==> src/rtl/id_hazard_fwd_unit.sv <==
// ID-stage forwarding and hazard unit for early branch/JALR resolution.
// Selects compare/target operands from MEM/WB/RF and stalls on unresolvable producers.
module id_hazard_fwd_unit #(
    parameter int          XLEN       = 32,
    parameter int          REG_W      = 5,
    parameter int          CNT_W      = 16,
    parameter int unsigned JALR_IN_ID = 1
) (
    input  logic             clk,
    input  logic             reset_n,
    input  logic             ID_valid,
    input  logic [6:0]       ID_opcode,
    input  logic [REG_W-1:0] ID_ReadRegNum1,
    input  logic [REG_W-1:0] ID_ReadRegNum2,
    input  logic [XLEN-1:0]  RF_ReadData1,
    input  logic [XLEN-1:0]  RF_ReadData2,
    input  logic             EX_cntl_RegWrite,
    input  logic             EX_cntl_MemRead,
    input  logic [REG_W-1:0] EX_WriteRegNum,
    input  logic             MEM_cntl_RegWrite,
    input  logic             MEM_cntl_MemRead,
    input  logic [REG_W-1:0] MEM_WriteRegNum,
    input  logic [XLEN-1:0]  MEM_ALUResult,
    input  logic             WB_cntl_RegWrite,
    input  logic [REG_W-1:0] WB_WriteRegNum,
    input  logic [XLEN-1:0]  WB_WriteData,
    input  logic             flush,
    output logic [1:0]       ForwardA,
    output logic [1:0]       ForwardB,
    output logic [XLEN-1:0]  ID_Operand1,
    output logic [XLEN-1:0]  ID_Operand2,
    output logic             Stall,
    output logic [CNT_W-1:0] StallCount,
    output logic [CNT_W-1:0] HazardEvents
);

    localparam logic [6:0] OPC_BRANCH = 7'b1100011;
    localparam logic [6:0] OPC_JALR   = 7'b1100111;

    typedef enum logic [0:0] {IDLE, STALL_LD} state_e;

    state_e           state_q, state_d;
    logic [CNT_W-1:0] stallCount_q;
    logic [CNT_W-1:0] hazardEvents_q;

    logic useRs1, useRs2;
    logic memA, memB, wbA, wbB;
    logic exMatch, memLoadMatch;
    logic h1, h2;

    function automatic logic srcMatch(input logic             regWrite,
                                      input logic [REG_W-1:0] rd,
                                      input logic             used,
                                      input logic [REG_W-1:0] rs);
        return regWrite && used && (rd != '0) && (rd == rs);
    endfunction

    assign useRs1 = ID_valid && ((ID_opcode == OPC_BRANCH) ||
                                 ((ID_opcode == OPC_JALR) && (JALR_IN_ID != 0)));
    assign useRs2 = ID_valid && (ID_opcode == OPC_BRANCH);

    // A load still in MEM has no data yet, so it never feeds the 10 path.
    assign memA = srcMatch(MEM_cntl_RegWrite && !MEM_cntl_MemRead, MEM_WriteRegNum, useRs1, ID_ReadRegNum1);
    assign memB = srcMatch(MEM_cntl_RegWrite && !MEM_cntl_MemRead, MEM_WriteRegNum, useRs2, ID_ReadRegNum2);
    assign wbA  = srcMatch(WB_cntl_RegWrite, WB_WriteRegNum, useRs1, ID_ReadRegNum1);
    assign wbB  = srcMatch(WB_cntl_RegWrite, WB_WriteRegNum, useRs2, ID_ReadRegNum2);

    assign exMatch = srcMatch(EX_cntl_RegWrite, EX_WriteRegNum, useRs1, ID_ReadRegNum1) ||
                     srcMatch(EX_cntl_RegWrite, EX_WriteRegNum, useRs2, ID_ReadRegNum2);
    assign memLoadMatch = srcMatch(MEM_cntl_RegWrite && MEM_cntl_MemRead, MEM_WriteRegNum, useRs1, ID_ReadRegNum1) ||
                          srcMatch(MEM_cntl_RegWrite && MEM_cntl_MemRead, MEM_WriteRegNum, useRs2, ID_ReadRegNum2);

    assign h1 = (exMatch && !EX_cntl_MemRead) || memLoadMatch;
    assign h2 = exMatch && EX_cntl_MemRead;

    always_comb begin
        ForwardA = memA ? 2'b10 : (wbA ? 2'b01 : 2'b00);
        ForwardB = memB ? 2'b10 : (wbB ? 2'b01 : 2'b00);
    end

    always_comb begin
        unique case (ForwardA)
            2'b10:   ID_Operand1 = MEM_ALUResult;
            2'b01:   ID_Operand1 = WB_WriteData;
            default: ID_Operand1 = RF_ReadData1;
        endcase
        unique case (ForwardB)
            2'b10:   ID_Operand2 = MEM_ALUResult;
            2'b01:   ID_Operand2 = WB_WriteData;
            default: ID_Operand2 = RF_ReadData2;
        endcase
    end

    // Stall is gated by reset_n so asserting reset drops it without waiting for a clock.
    always_comb begin
        Stall   = 1'b0;
        state_d = IDLE;
        unique case (state_q)
            IDLE: begin
                Stall   = (h1 || h2) && !flush;
                state_d = (h2 && !flush) ? STALL_LD : IDLE;
            end
            STALL_LD: begin
                Stall   = !flush;
                state_d = IDLE;
            end
            default: begin
                Stall   = 1'b0;
                state_d = IDLE;
            end
        endcase
        if (!reset_n) begin
            Stall = 1'b0;
        end
    end

    always_ff @(posedge clk or negedge reset_n) begin
        if (!reset_n) begin
            state_q        <= IDLE;
            stallCount_q   <= '0;
            hazardEvents_q <= '0;
        end else begin
            state_q <= state_d;
            if (Stall && (stallCount_q != '1)) begin
                stallCount_q <= stallCount_q + 1'b1;
            end
            if (Stall && (state_q == IDLE) && (hazardEvents_q != '1)) begin
                hazardEvents_q <= hazardEvents_q + 1'b1;
            end
        end
    end

    assign StallCount   = stallCount_q;
    assign HazardEvents = hazardEvents_q;

endmodule

==> config.mk <==
export PLATFORM = sky130hd
export DESIGN_NAME = id_hazard_fwd_unit
export DESIGN_NICKNAME = d
export VERILOG_FILES = /design/src/rtl/id_hazard_fwd_unit.sv
export SDC_FILE = /design/constraint.sdc
export NUM_CORES = 1
export LEC_CHECK = 0
export BUFFER_PORTS_ARGS = -buffer_cell sky130_fd_sc_hd__buf_2
export CAP_MARGIN = 25
export CORE_AREA = 4 4 124 78
export CTS_CLUSTER_DIAMETER = 80
export DETAILED_ROUTE_END_ITERATION = 7
export DIE_AREA = 0 0 128 82
export GPL_TIMING_DRIVEN = 0
export MAX_ROUTING_LAYER = met4
export PLACE_DENSITY = 0.82
export RECOVER_POWER = 25
export SLEW_MARGIN = 5
export SYNTH_ARGS = -nofsm -noshare
export SYNTH_HDL_FRONTEND = slang
export SYNTH_SLANG_ARGS = --single-unit
==> constraint.sdc <==
create_clock -name clk -period 2.3 [get_ports clk]
set_input_delay 0.23 -clock clk [delete_from_list [all_inputs] [get_ports clk]]
set_output_delay 0.23 -clock clk [all_outputs]
set_load 0.02 [all_outputs]
# Yosys cells after proc, flatten, opt, wreduce, memory -nomap -nowiden
# Cells that the tools add are included.
[classes] n_addsub=2 multipliers=0 div_mod_pow=0 order_cmp=0 eq_ne=14 shifts=0 n_mux=10 n_bitwise=1 reduce_logical=46
[ops] operator="32-bit one-hot mux with 2 select lines" n=2
[ops] operator="1-bit logical AND" n=35
[ops] operator="16-bit by 1-bit adder with 16-bit output (second input constant)" n=2
[ops] operator="16-bit != test (second input constant)" n=2
[ops] operator="5-bit equality test" n=6
[ops] operator="5-bit nonzero test" n=3
[ops] operator="7-bit equality test (second input constant)" n=2
[ops] operator="1-bit logical OR" n=5
[ops] operator="2-bit by 1-bit equality test with 1-bit output (second input constant)" n=2
[ops] operator="2-bit equality test (second input constant)" n=2
[ops] operator="1-bit 2-to-1 mux" n=4
[ops] operator="2-bit 2-to-1 mux" n=2
[ops] operator="1-bit one-hot mux with 2 select lines" n=2
[ops] operator="1-bit zero test" n=3
[ops] operator="1-bit inverter" n=1
[word_totals] ff_bits=33 latchBits=0 mem_bits_rw=0 mem_bits_ro=0 input_bits=169 wordCells=76 mem_count=0

# Depth between registers and ports, before layout
[logic_depth] word_depth=15 depth_mapped=9 ltp_nobuf=8

# Least setup slack after synthesis
# Ideal clock, no wire load.
[synth_path] kind="reg-to-reg" from="reg stallCount_q[0] (netlist: StallCount[0])" to="reg stallCount_q[15] (netlist: StallCount[15])" setup_time_ns=0.138 arrival_time_ns=2.145 required_ns=2.162 slack_ns=0.017 path_stages_with_launch=8 path_buffers=1 cell_sequence="dfrtp_1 -> ha_1 -> nand2_1 -> or3_1 -> nor3_1 -> clkbuf_1 -> nor4_1 -> xor2_1"
[synth_between] elab_chain_len=2
[synth_rtl] element="start: declaration" line="43" text="logic [CNT_W-1:0] stallCount_q;"
[synth_rtl] element="start signal: assignment" line="125" text="stallCount_q <= stallCount_q + 1'b1;"
[synth_rtl] element="branches (longest 2 deep; another with 16-bit by 1-bit adder with 16-bit output)"
# Parallel ways; which one is timed is not known.
# A chain may end at the register's enable or synchronous reset.

# Final worst setup path
[layout_path] from="in MEM_WriteRegNum[2]" to="out ID_Operand1[23]"
[layout_between] elab_chain_len=6
[layout_rtl] element="start: declaration" line="22" text="input logic [REG_W-1:0] MEM_WriteRegNum,"
[layout_rtl] element="5-bit nonzero test" line="55" text="return regWrite && used && (rd != '0) && (rd == rs);"
[layout_rtl] element="1-bit logical AND" line="55"
[layout_rtl] element="1-bit logical AND *" line="55"
[layout_rtl] element="2-bit 2-to-1 mux *" line="77" text="ForwardA = memA ? 2'b10 : (wbA ? 2'b01 : 2'b00);"
[layout_rtl] element="2-bit by 1-bit equality test with 1-bit output or 2-bit equality test (tied branches)" line="82" text="unique case (ForwardA)"
[layout_rtl] element="32-bit one-hot mux with 2 select lines *" line="82"
[layout_rtl] element="end: declaration" line="30" text="output logic [XLEN-1:0] ID_Operand1,"
# Every way passes the cells marked *; elsewhere a longest branch is shown, timed or not.

==> results.toml <==
[synthesis]
synth_seq_cells = 33
syn-instance-count = 433
synth_cell_type_count = 39
synth.cell_area_mm2 = 0.00343
yosysWarnings = 0
synth_edf_count = 0
ys.flop_type = "dfrtp_1"
synthTopCellsByCount = "nor2_1 (82), a21oi_1 (64), mux2i_1 (64)"
syn_nets = 604
yosysTopAreaCell = "dfrtp_1"
synth_area_leaders = "dfrtp_1 (24%), mux2i_1 (19%), a21oi_1 (9.3%), nor2_1 (9.0%), xor2_1 (8.2%)"
async_reset_ff_share_pct = 100
syn_avg_cell_area_um2 = 7.91
yosysMostFrequentCell = "nor2_1"
ys_seq_area_share_pct = 24.1
netlist.area_leader.share_pct = 24.1

[layout]
drive_above_1_share_pct = 48.9
fin_nets = 895
fin_area_mm2 = 0.00556
syn2layout_area_growth_pct = 62.1
final_cells = 843

[drt]
dr_wl_met2_mm = 8.59
first_iter_violations = 303
antenna_left = 0
via_per_inst = 5.36
topRoutingLayerUsed = "met4"
detail_route.first_pass.iterations = 5
vias = 4517
drt-met1-wl_mm = 6.79
route.met3.wl_mm = 1.14
drt-total-wl_mm = 17.1
wire_per_inst_um = 20.3
drc = 0

[placement]
dp_hpwl_mm = 13.7
dp_cells = 814
place.gp.congestion = 0.983
io_buffers = 269
pre_cts_slack_ps = -576
dpl_cell_area_mm2 = 0.00491

[outcome]
outcome = "complete, but fails checks"
violations = "setup timing"

[worst_setup_path]
critPathCaptureType = "output port"
crit_path_end = "ID_Operand1[23]"
reg2reg_depth = 7
path_max_fanout = 7
crit_arrival_ps = 2160
r2r-start = "StallCount[0]$_DFFE_PN0P_"
critPathRequiredTime_ps = 2070
path_class = "in2out"
reg2reg_to = "StallCount[15]$_DFFE_PN0P_"
start_kind = "input port"
ff2ff_setup_slack_ps = 150
crit_start = "MEM_WriteRegNum[2]"

[pwr]
p_clk_share_pct = 37.1
p_leak_nw = 3.30
pwr-share-comb_pct = 30.1
p_sw_w = 0.000519
p_per_area_mw_per_mm2 = 319
pwr-share-seq_pct = 32.8
internal-power_w = 0.00125
switching_share_pct = 29.2
peakVddDrop_v = 0.000260

[timing]
max_freq_mhz = 419
min_period_ps = 2390
final-setup-viol-count = 27
timing.final.crit_share_pct = 104
setup_ws_ps = -85.8
clock_skew_ps = 2.83
worst_slew_pin_slew_ps = 832
slew_violations = 0
finalHoldViolCount = 0
slew_headroom_pct = 44.6
holdWs_ps = 48.9
rsz0062_at_grt = "true"

[floorplanning]
num_rows = 26
fp.dieArea_mm2 = 0.0105
core-area_mm2 = 0.00846
fp.dieH_um = 82
die_w_um = 128
initial_core_util_pct = 40.5
io_pins = 270

[clock_tree]
clk_pin_slew_ps = 50
clock_latency_ps = 280
cts_tree = "yes"
hold_buffers = 0
cts_made_buffers = 5
cts_sinks = 33
cts_buffer_depth = 2
h-tree-depth = 2
root_buffer = "clkbuf_16"

[grt]
grt_use_total_pct = 30.7
grt_start_max_net_pins = 36
grt_remaining_overflow = 0
grt_first_pass_wirelength_mm = 24.2
antenna_found_initial = 7
grt_pass1_vias = 4577

[job]
maxCapViolations = 0

[hold_path]
hold_path_class = "in2async"
-- final cells by class --
| type | count | area (um^2) |
|---|---|---|
| fill | 725 | 2900 |
| multi-input combinational | 367 | 2560 |
| timing repair buffer | 285 | 1620 |
| sequential | 33 | 826 |
| buffer | 23 | 223 |
| clock buffer | 7 | 143 |
| tap | 112 | 140 |
| inverter | 9 | 33.8 |
| antenna | 7 | 17.5 |
-- metal layers --
metal	vias up	global-route usage [%]
met5	-	-
met2	234	49.7
li1	2115	-
met4	0	13.3
met3	55	5.98
met1	2113	37.6
-- registers in the layout (all words and copies together), names as in the netlist --
name	count
StallCount	16
state_q	1
HazardEvents	16
-- placed cells by master, fill, tap and decap left out, types with 2 or more instances in the layout --
cell type,instances
buf_4,42
nor3_1,14
a21oi_2,10
inv_1,9
a21oi_1,54
nand4_1,9
nor4b_1,2
and3_1,2
nor2_4,2
buf_12,3
nor4_1,4
xnor2_1,27
or4_1,2
diode_2,7
mux2i_1,64
nor2_1,72
buf_2,241
mux2_1,2
nor4_2,5
dfrtp_1,33
clkbuf_16,6
nor3_2,2
nor2_2,8
nand2_1,16
clkbuf_4,6
buf_8,5
buf_6,10
nand3_1,18
xor2_1,32
nand4b_1,2
or3_1,2
-- metrics by stage --
step / total power, W / utilization [%] / setup TNS [ps]
global route: 0.00186 / 65.7 / -2860
detailed placement: 0.00108 / 58.1 / -29400
floorplan: 0.000797 / - / 0
global placement: 0.00107 / 58.1 / -28310
finish: 0.00177 / 65.7 / -1020
CTS: 0.00176 / 63.7 / -158
-- cells by family (layout without fill, tap and decap cells) --
group,count (synthesis),after routing,share of synthesized area (%)
compound gates,70,70,11.6
xor+xnor,59,59,15.1
fa+ha+maj,2,2,0.730
buf+inv,33,324,4.34
flops,33,33,24.1
mux,67,67,19.7
other cells,0,7,0
simple gates,169,169,24.4
-- worst min path at each step --
stage	slack [ps]	end	from
floorplan	-70	HazardEvents[0]$_DFFE_PN0P_	reset_n
global route	120	StallCount[6]$_DFFE_PN0P_	reset_n
CTS	70	StallCount[2]$_DFFE_PN0P_	reset_n
global placement	350	StallCount[2]$_DFFE_PN0P_	reset_n
finish	50	StallCount[6]$_DFFE_PN0P_	reset_n
detailed placement	370	StallCount[2]$_DFFE_PN0P_	reset_n
-- critical path, cell delays in order --
cell	delay (ps)
buf_8	100
or4_4	520
o21a_1	220
and3b_2	240
nand2b_1	90
buf_6	160
buf_12	120
buf_12	120
nor2_2	50
a21oi_2	120
buf_4	160
-- power by group through the flow --
stage	clock network, W	logic, W	registers [W]
after detailed placement	0	0.000487	0.000592
after CTS	0.000674	0.000505	0.000582
final	0.000658	0.000533	0.000582
after global routing	0.000708	0.000568	0.000582
after floorplan	0	0.000205	0.000592
after global placement	0	0.000474	0.000592
-- repair_timing --
item / in CTS / in global routing
gates resized for setup: 69 / 50
setup endpoints to repair: 75 / 73
cloned: 1 / 1
setup buffers: 13 / 2
pin swaps: 5 / 5
(Power assumes the default switching activity.)
